### config.mk
export PLATFORM = sky130hd
export DESIGN_NAME = mc_datapath
export DESIGN_NICKNAME = d
export VERILOG_FILES = /design/src/rtl/mc_pkg.sv /design/src/rtl/regfile_p.sv /design/src/rtl/mc_datapath.sv
export SDC_FILE = /design/constraint.sdc
export NUM_CORES = 2
export LEC_CHECK = 0
export CAP_MARGIN = 20
export CORE_ASPECT_RATIO = 0.5
export CORE_MARGIN = 10
export CORE_UTILIZATION = 62
export CTS_CLUSTER_DIAMETER = 40
export DETAILED_ROUTE_END_ITERATION = 16
export MAX_ROUTING_LAYER = met4
export PLACE_DENSITY_LB_ADDON = 0.15
export SETUP_SLACK_MARGIN = 0.02
export SLEW_MARGIN = 20
export SYNTH_ARGS = -nofsm -noshare
export SYNTH_HDL_FRONTEND = slang
export SYNTH_SLANG_ARGS = --single-unit
export TNS_END_PERCENT = 5
### constraint.sdc
create_clock -name clock -period 53.9 [get_ports clock]
set_clock_uncertainty 0.15 [all_clocks]
set_input_delay 8.085 -clock clock [delete_from_list [all_inputs] [get_ports clock]]
set_output_delay 8.085 -clock clock [all_outputs]
set_load 0.01 [all_outputs]
### src/rtl/mc_pkg.sv
// Shared encodings for the multicycle MIPS datapath: sequencer steps and
// the control-field codes driven by the external control unit.
package mc_pkg;

    typedef enum logic [2:0] {
        RST    = 3'd0,
        FETCH  = 3'd1,
        DECODE = 3'd2,
        EXEC   = 3'd3,
        MEM    = 3'd4,
        WB     = 3'd5
    } step_t;

    localparam logic [3:0] ALU_AND = 4'h0;
    localparam logic [3:0] ALU_OR  = 4'h1;
    localparam logic [3:0] ALU_ADD = 4'h2;
    localparam logic [3:0] ALU_SUB = 4'h6;
    localparam logic [3:0] ALU_SLT = 4'h7;
    localparam logic [3:0] ALU_NOR = 4'hC;

    localparam logic [1:0] PC_SEQ    = 2'd0;
    localparam logic [1:0] PC_BRANCH = 2'd1;
    localparam logic [1:0] PC_JUMP   = 2'd2;
    localparam logic [1:0] PC_REG    = 2'd3;

    localparam logic [1:0] RES_MDR  = 2'd0;
    localparam logic [1:0] RES_ALU  = 2'd1;
    localparam logic [1:0] RES_PC4  = 2'd2;
    localparam logic [1:0] RES_ZERO = 2'd3;

    localparam logic [1:0] WA_RT   = 2'd0;
    localparam logic [1:0] WA_RD   = 2'd1;
    localparam logic [1:0] WA_RA   = 2'd2;
    localparam logic [1:0] WA_NONE = 2'd3;

endpackage

### src/rtl/regfile_p.sv
// Register file: two asynchronous read ports, one synchronous write port,
// register 0 hard-wired to zero, asynchronous clear of every register.
module regfile_p #(
    parameter int XLEN = 32,
    parameter int NREG = 32
) (
    input  logic                    clock,
    input  logic                    reset,
    input  logic [$clog2(NREG)-1:0] ra1,
    input  logic [$clog2(NREG)-1:0] ra2,
    input  logic [$clog2(NREG)-1:0] wa,
    input  logic                    we,
    input  logic [XLEN-1:0]         wd,
    output logic [XLEN-1:0]         rd1,
    output logic [XLEN-1:0]         rd2
);

    logic [XLEN-1:0] regs [NREG];

    always_ff @(posedge clock or posedge reset) begin
        if (reset) begin
            for (int i = 0; i < NREG; i++) regs[i] <= '0;
        end else if (we && wa != '0) begin
            regs[wa] <= wd;
        end
    end

    assign rd1 = (ra1 == '0) ? '0 : regs[ra1];
    assign rd2 = (ra2 == '0) ? '0 : regs[ra2];

endmodule

### src/rtl/mc_datapath.sv
// Multicycle MIPS datapath: one instruction per FETCH/DECODE/EXEC/[MEM]/WB
// sequence, with req/ack memory ports that tolerate wait states.
module mc_datapath
    import mc_pkg::*;
#(
    parameter int              XLEN     = 32,
    parameter int              NREG     = 32,
    parameter logic [XLEN-1:0] RESET_PC = '0
) (
    input  logic            clock,
    input  logic            reset,
    output logic            imem_req,
    output logic [XLEN-1:0] imem_addr,
    input  logic            imem_ack,
    input  logic [31:0]     imem_rdata,
    output logic            dmem_req,
    output logic            dmem_we,
    output logic [XLEN-1:0] dmem_addr,
    output logic [XLEN-1:0] dmem_wdata,
    input  logic            dmem_ack,
    input  logic [XLEN-1:0] dmem_rdata,
    output logic [31:0]     instruction,
    input  logic            sel_alu_b,
    input  logic            rf_we,
    input  logic            mem_rd,
    input  logic            mem_wr,
    input  logic [1:0]      sel_pc,
    input  logic [1:0]      sel_result,
    input  logic [1:0]      sel_wa,
    input  logic [3:0]      alu_ctrl,
    output logic [XLEN-1:0] pc,
    output logic [XLEN-1:0] alu_out,
    output logic            zero,
    output logic [2:0]      step,
    output logic            retire
);

    localparam int AW = $clog2(NREG);

    step_t                  step_q;
    logic [XLEN-1:0]        pc_q;
    logic [31:0]            ir_p0;
    logic signed [XLEN-1:0] a_p1, b_p1, aluout_p2, mdr_p3;
    logic                   zero_p2;
    logic                   imem_req_q, dmem_req_q, dmem_we_q, retire_q;

    logic [XLEN-1:0]        rs_val, rt_val, pc_plus4, pc_next, wd;
    logic signed [XLEN-1:0] imm_sext, alu_b, alu_res;
    logic [4:0]             wa_full;

    function automatic logic signed [XLEN-1:0] alu_f(input logic [3:0] op,
                                                     input logic signed [XLEN-1:0] x,
                                                     input logic signed [XLEN-1:0] y);
        case (op)
            ALU_AND: alu_f = x & y;
            ALU_OR:  alu_f = x | y;
            ALU_ADD: alu_f = x + y;
            ALU_SUB: alu_f = x - y;
            ALU_SLT: alu_f = (x < y) ? XLEN'(1) : '0;
            ALU_NOR: alu_f = ~(x | y);
            default: alu_f = '0;
        endcase
    endfunction

    assign imm_sext = {{(XLEN-16){ir_p0[15]}}, ir_p0[15:0]};
    assign alu_b    = sel_alu_b ? imm_sext : b_p1;
    assign alu_res  = alu_f(alu_ctrl, a_p1, alu_b);
    assign pc_plus4 = pc_q + XLEN'(4);

    always_comb begin
        pc_next = pc_plus4;
        case (sel_pc)
            PC_BRANCH: pc_next = pc_plus4 + (imm_sext << 2);
            PC_JUMP:   pc_next = {pc_plus4[XLEN-1:28], ir_p0[25:0], 2'b00};
            PC_REG:    pc_next = a_p1;
            default:   pc_next = pc_plus4;
        endcase
    end

    // WA_NONE selects register 0, so the write is dropped by the regfile.
    always_comb begin
        wa_full = 5'd0;
        wd      = '0;
        case (sel_wa)
            WA_RT:   wa_full = ir_p0[20:16];
            WA_RD:   wa_full = ir_p0[15:11];
            WA_RA:   wa_full = 5'd31;
            default: wa_full = 5'd0;
        endcase
        case (sel_result)
            RES_MDR: wd = mdr_p3;
            RES_ALU: wd = aluout_p2;
            RES_PC4: wd = pc_plus4;
            default: wd = '0;
        endcase
    end

    regfile_p #(.XLEN(XLEN), .NREG(NREG)) u_rf (
        .clock (clock),
        .reset (reset),
        .ra1   (ir_p0[21 +: AW]),
        .ra2   (ir_p0[16 +: AW]),
        .wa    (wa_full[AW-1:0]),
        .we    (step_q == WB && rf_we),
        .wd    (wd),
        .rd1   (rs_val),
        .rd2   (rt_val)
    );

    always_ff @(posedge clock or posedge reset) begin
        if (reset) begin
            step_q     <= RST;
            pc_q       <= RESET_PC;
            ir_p0      <= '0;
            a_p1       <= '0;
            b_p1       <= '0;
            aluout_p2  <= '0;
            zero_p2    <= 1'b0;
            mdr_p3     <= '0;
            imem_req_q <= 1'b0;
            dmem_req_q <= 1'b0;
            dmem_we_q  <= 1'b0;
            retire_q   <= 1'b0;
        end else begin
            case (step_q)
                RST: begin
                    imem_req_q <= 1'b1;
                    step_q     <= FETCH;
                end
                // FETCH -> DECODE: IR captured on the acknowledged cycle
                FETCH: if (imem_ack) begin
                    ir_p0      <= imem_rdata;
                    imem_req_q <= 1'b0;
                    step_q     <= DECODE;
                end
                // DECODE -> EXEC: operand latches
                DECODE: begin
                    a_p1   <= rs_val;
                    b_p1   <= rt_val;
                    step_q <= EXEC;
                end
                // EXEC -> MEM/WB: ALU result and zero flag latched together
                EXEC: begin
                    aluout_p2 <= alu_res;
                    zero_p2   <= (alu_res == '0);
                    if (mem_rd || mem_wr) begin
                        dmem_req_q <= 1'b1;
                        dmem_we_q  <= mem_wr;
                        step_q     <= MEM;
                    end else begin
                        retire_q <= 1'b1;
                        step_q   <= WB;
                    end
                end
                // MEM -> WB: request held until ack, read data lands in MDR
                MEM: if (dmem_ack) begin
                    mdr_p3     <= dmem_rdata;
                    dmem_req_q <= 1'b0;
                    dmem_we_q  <= 1'b0;
                    retire_q   <= 1'b1;
                    step_q     <= WB;
                end
                // WB -> FETCH: PC commit
                WB: begin
                    pc_q       <= pc_next;
                    retire_q   <= 1'b0;
                    imem_req_q <= 1'b1;
                    step_q     <= FETCH;
                end
                default: begin
                    imem_req_q <= 1'b0;
                    dmem_req_q <= 1'b0;
                    dmem_we_q  <= 1'b0;
                    retire_q   <= 1'b0;
                    step_q     <= RST;
                end
            endcase
        end
    end

    assign imem_req    = imem_req_q;
    assign imem_addr   = pc_q;
    assign dmem_req    = dmem_req_q;
    assign dmem_we     = dmem_we_q;
    assign dmem_addr   = aluout_p2;
    assign dmem_wdata  = b_p1;
    assign instruction = ir_p0;
    assign pc          = pc_q;
    assign alu_out     = aluout_p2;
    assign zero        = zero_p2;
    assign step        = step_q;
    assign retire      = retire_q;

endmodule

==> key figures <==
Setup path
  – Kind of critical path: primary input to register
  – Setup crit start kind: primary input
  – Crit path DAT: approximately 13 ns
  – R2R Setup Slk: approximately 48 ns
  – Worst Path Max Fanout: 17
  – Critical path required time: 54.40 ns
  – CP endpoint kind: register

Job
  – MaxCap Viol Count: 0

Clocking
  – Post-CTS setup buffers: 0
  – CTS H-tree lvls: 3
  – Clock sinks: around 1200
  – Clk slew on worst S/H paths: around 0.06 ns
  – Cts bufs inserted: 117
  – Resized Gates After CTS: 0
  – Clock Tree Root: clkbuf_16
  – CTS tree: yes
  – Cts hold-fix bufs: 0
  – Clock Path Buffers: 3
  – Clk_lat worst skew: 0.79 ns

Hold path
  – Hold crit path type: register to register

Power and ir drop
  – Flop pwr share: 0.325
  – Sw Share: 0.4437
  – VDD IR max: around 0.038 mV
  – Leak: between 30 and 40 nW
  – Comb power frac: 0.467
  – PwrDens: 54.76 nW/um2
  – P_int: about 2.3 mW
  – Switch Pwr: 1.857 mW
  – Clock power share: 0.208

Yosys
  – Ys Warns: 0
  – Synth area leader: dfrtp_1
  – Synth top area share: 0.4446
  – Synth cell types: 98
  – Ys async rst share: 1.000
  – Post-Syn Nets: between 6000 and 7000
  – Most instantiated library cell after synthesis: dfrtp_1
  – EDFF count, synth: 0
  – Largest cells by area after synthesis: dfrtp_1 44%, mux4_2 18%, o21ai_0 7.0%
  – Commonest cells in the netlist: 1224 x dfrtp_1, 1081 x nand2_1, 959 x o21ai_0
  – Synth Register Bits: about 1200
  – Cell Area, Synth: slightly below 70000 um2
  – Top_reg_cell synth: dfrtp_1
  – Sequential element share of the synthesized area: 0.4446
  – Cell count after synthesis: approximately 6500
  – Post-synthesis average cell area: 10.61 um2

Route
  – Iter 0 DRT Violations: between 7000 and 8000
  – Pre-Repair DR Iteration Count: 5
  – ANT nets after route: 0
  – Vias/cell: between 7 and 8
  – WL final: between 200000 and 300000 um
  – Drt wl/cell: about 32 um
  – Via count: ~56000
  – DRC Markers: 0

GRT
  – GRT overflow: 0
  – Pin count of the biggest net entering global routing: around 160
  – Number of global-route vias before repair: 55100
  – Initial antenna violation count: 19
  – Tot GR Track Use: 0.4062
  – Global-route wire length before repair: approximately 370000 um

Run status
  – Outcome: completed

STA
  – RSZ-0062 raised after global routing: false
  – Final setup vio count: 0
  – Fmax: just under 80 MHz
  – Final worst-path cycle share: 0.2404
  – Slew Limit Fails: 0
  – Headroom to the max-slew limit: 0.1874
  – Final hold vios: 0
  – Setup TNS: 0 ns
  – Slew @ Worst Pin: 1.219 ns
  – Clock period minus worst slack: 12.96 ns

Placement
  – PortBufs: around 280
  – Routability cong.: around 0.98
  – DPL Wire Length: around 160000 um
  – Post-Place Cells: between 7000 and 8000

Die
  – Die height: between 200 and 300 um
  – Core Box Area: approximately 110000 um2
  – Die footprint: 125600 um2
  – Die W: about 490 um
  – IO Pins: 282
  – Rows: 86
  – Initial Util: 0.6252

Cells and area
  – Share of cells above drive strength 1: 0.1823
  – Nets: 6579
  – Fin cells: about 8000
  – P&R area growth vs syn: 10.93%
-- power by group through the flow --
stage	clock network [mW]	registers [mW]	logic, mW
floorplan	0	1.21	1.29
global placement	0	1.34	1.87
detailed placement	0	1.36	1.90
CTS	0.871	1.34	1.90
global route	0.910	1.37	2.07
finish	0.870	1.36	1.96
-- stage by stage --
step	total power [mW]	worst slack, ns	hold WS, ns	utilization	area, um2
2_1_floorplan	2.505	11.18	0.2913	-	68880
3_3_place_gp	3.218	40.32	0.2273	0.6555	72220
3_5_place_dp	3.253	40.14	0.2336	0.6556	72230
4_1_cts	4.118	40.96	0.2511	0.6920	76250
5_1_grt	4.343	40.36	0.2607	0.6934	76410
6_report	4.185	40.94	0.2509	0.6935	76410
-- logic make-up after synthesis --
group                    Yosys count  synth area share
XOR/XNOR                          53          0.006739
AO/OA/AOI/OAI                   1751            0.1475
buffers and inverters            796           0.04793
adder cells (fa/ha/maj)          139           0.02557
AND/OR/NAND/NOR                 1677            0.1006
multiplexers                     855            0.2270
flip-flops                      1224            0.4446
-- layout make-up --
class	instances	area (um2)
antenna	12	30.03
clock buffer	163	3392
timing repair buffer	417	3938
inverter	123	469.2
sequential	1224	30660
tap	1496	1872
clock inverter	56	623.1
multi-input combinational	4475	35430
fill	7938	33770
-- cells in the final DEF (no fill, tap or decap), drive strengths merged, types with 15 or more instances in the layout --
cell / count
mux2: 155
mux2i: 150
clkdlybuf4s50: 277
nor2: 341
inv: 136
a21o: 25
buf: 140
o221ai: 31
nor3: 37
a211oi: 34
dfrtp: 1224
a21oi: 336
ha: 136
o211ai: 25
clkbuf: 163
nand2: 1081
a221oi: 32
o22ai: 72
mux4: 550
nand4: 15
o31ai: 47
nor2b: 46
a31oi: 23
o21ai: 979
nand3: 43
nand2b: 30
clkinv: 32
a221o: 29
xnor2: 34
xor2: 19
-- worst paths after layout --
kind,from,end,cells past startpoint
setup reg to reg,imem_addr[2],imem_addr[29],18
min in group asynchronous,reset,mdr_p3[9],2
max in group asynchronous,reset,u_rf.regs[344],7
setup / recovery,sel_alu_b,zero,15
hold / removal,u_rf.regs[1021],u_rf.regs[1021],0
hold reg to reg,u_rf.regs[1021],u_rf.regs[1021],0
-- sequential cells by signal (all words and copies together), names as in the netlist, 3 cells and up --
name,count
dmem_wdata,32
instruction,32
u_rf.regs,1024
mdr_p3,32
a_p1,32
step,3
alu_out,32
imem_addr,32
-- per-layer routing --
metal / global-route usage / routed length, um
met1: 0.5456 / 96840
met2: 0.5606 / 107600
met3: 0.1537 / 37420
met4: 0.1555 / 10710
met5: - / 0
-- critical path, stage by stage --
cell and delay [ns]:
clkdlybuf4s50_1 0.50, buf_4 0.33, clkinv_1 0.54, a21oi_1 0.43, ha_1 0.53, nor2_1 0.38, nand2_1 0.09, o311ai_0 0.47
nor3b_2 0.52, nand4_1 0.13, nor4bb_1 0.19, a2111o_1 0.34, nor4b_1 0.49, nand4_1 0.20, o41ai_2 0.21
Note: power is estimated with default switching activity, not from simulation.
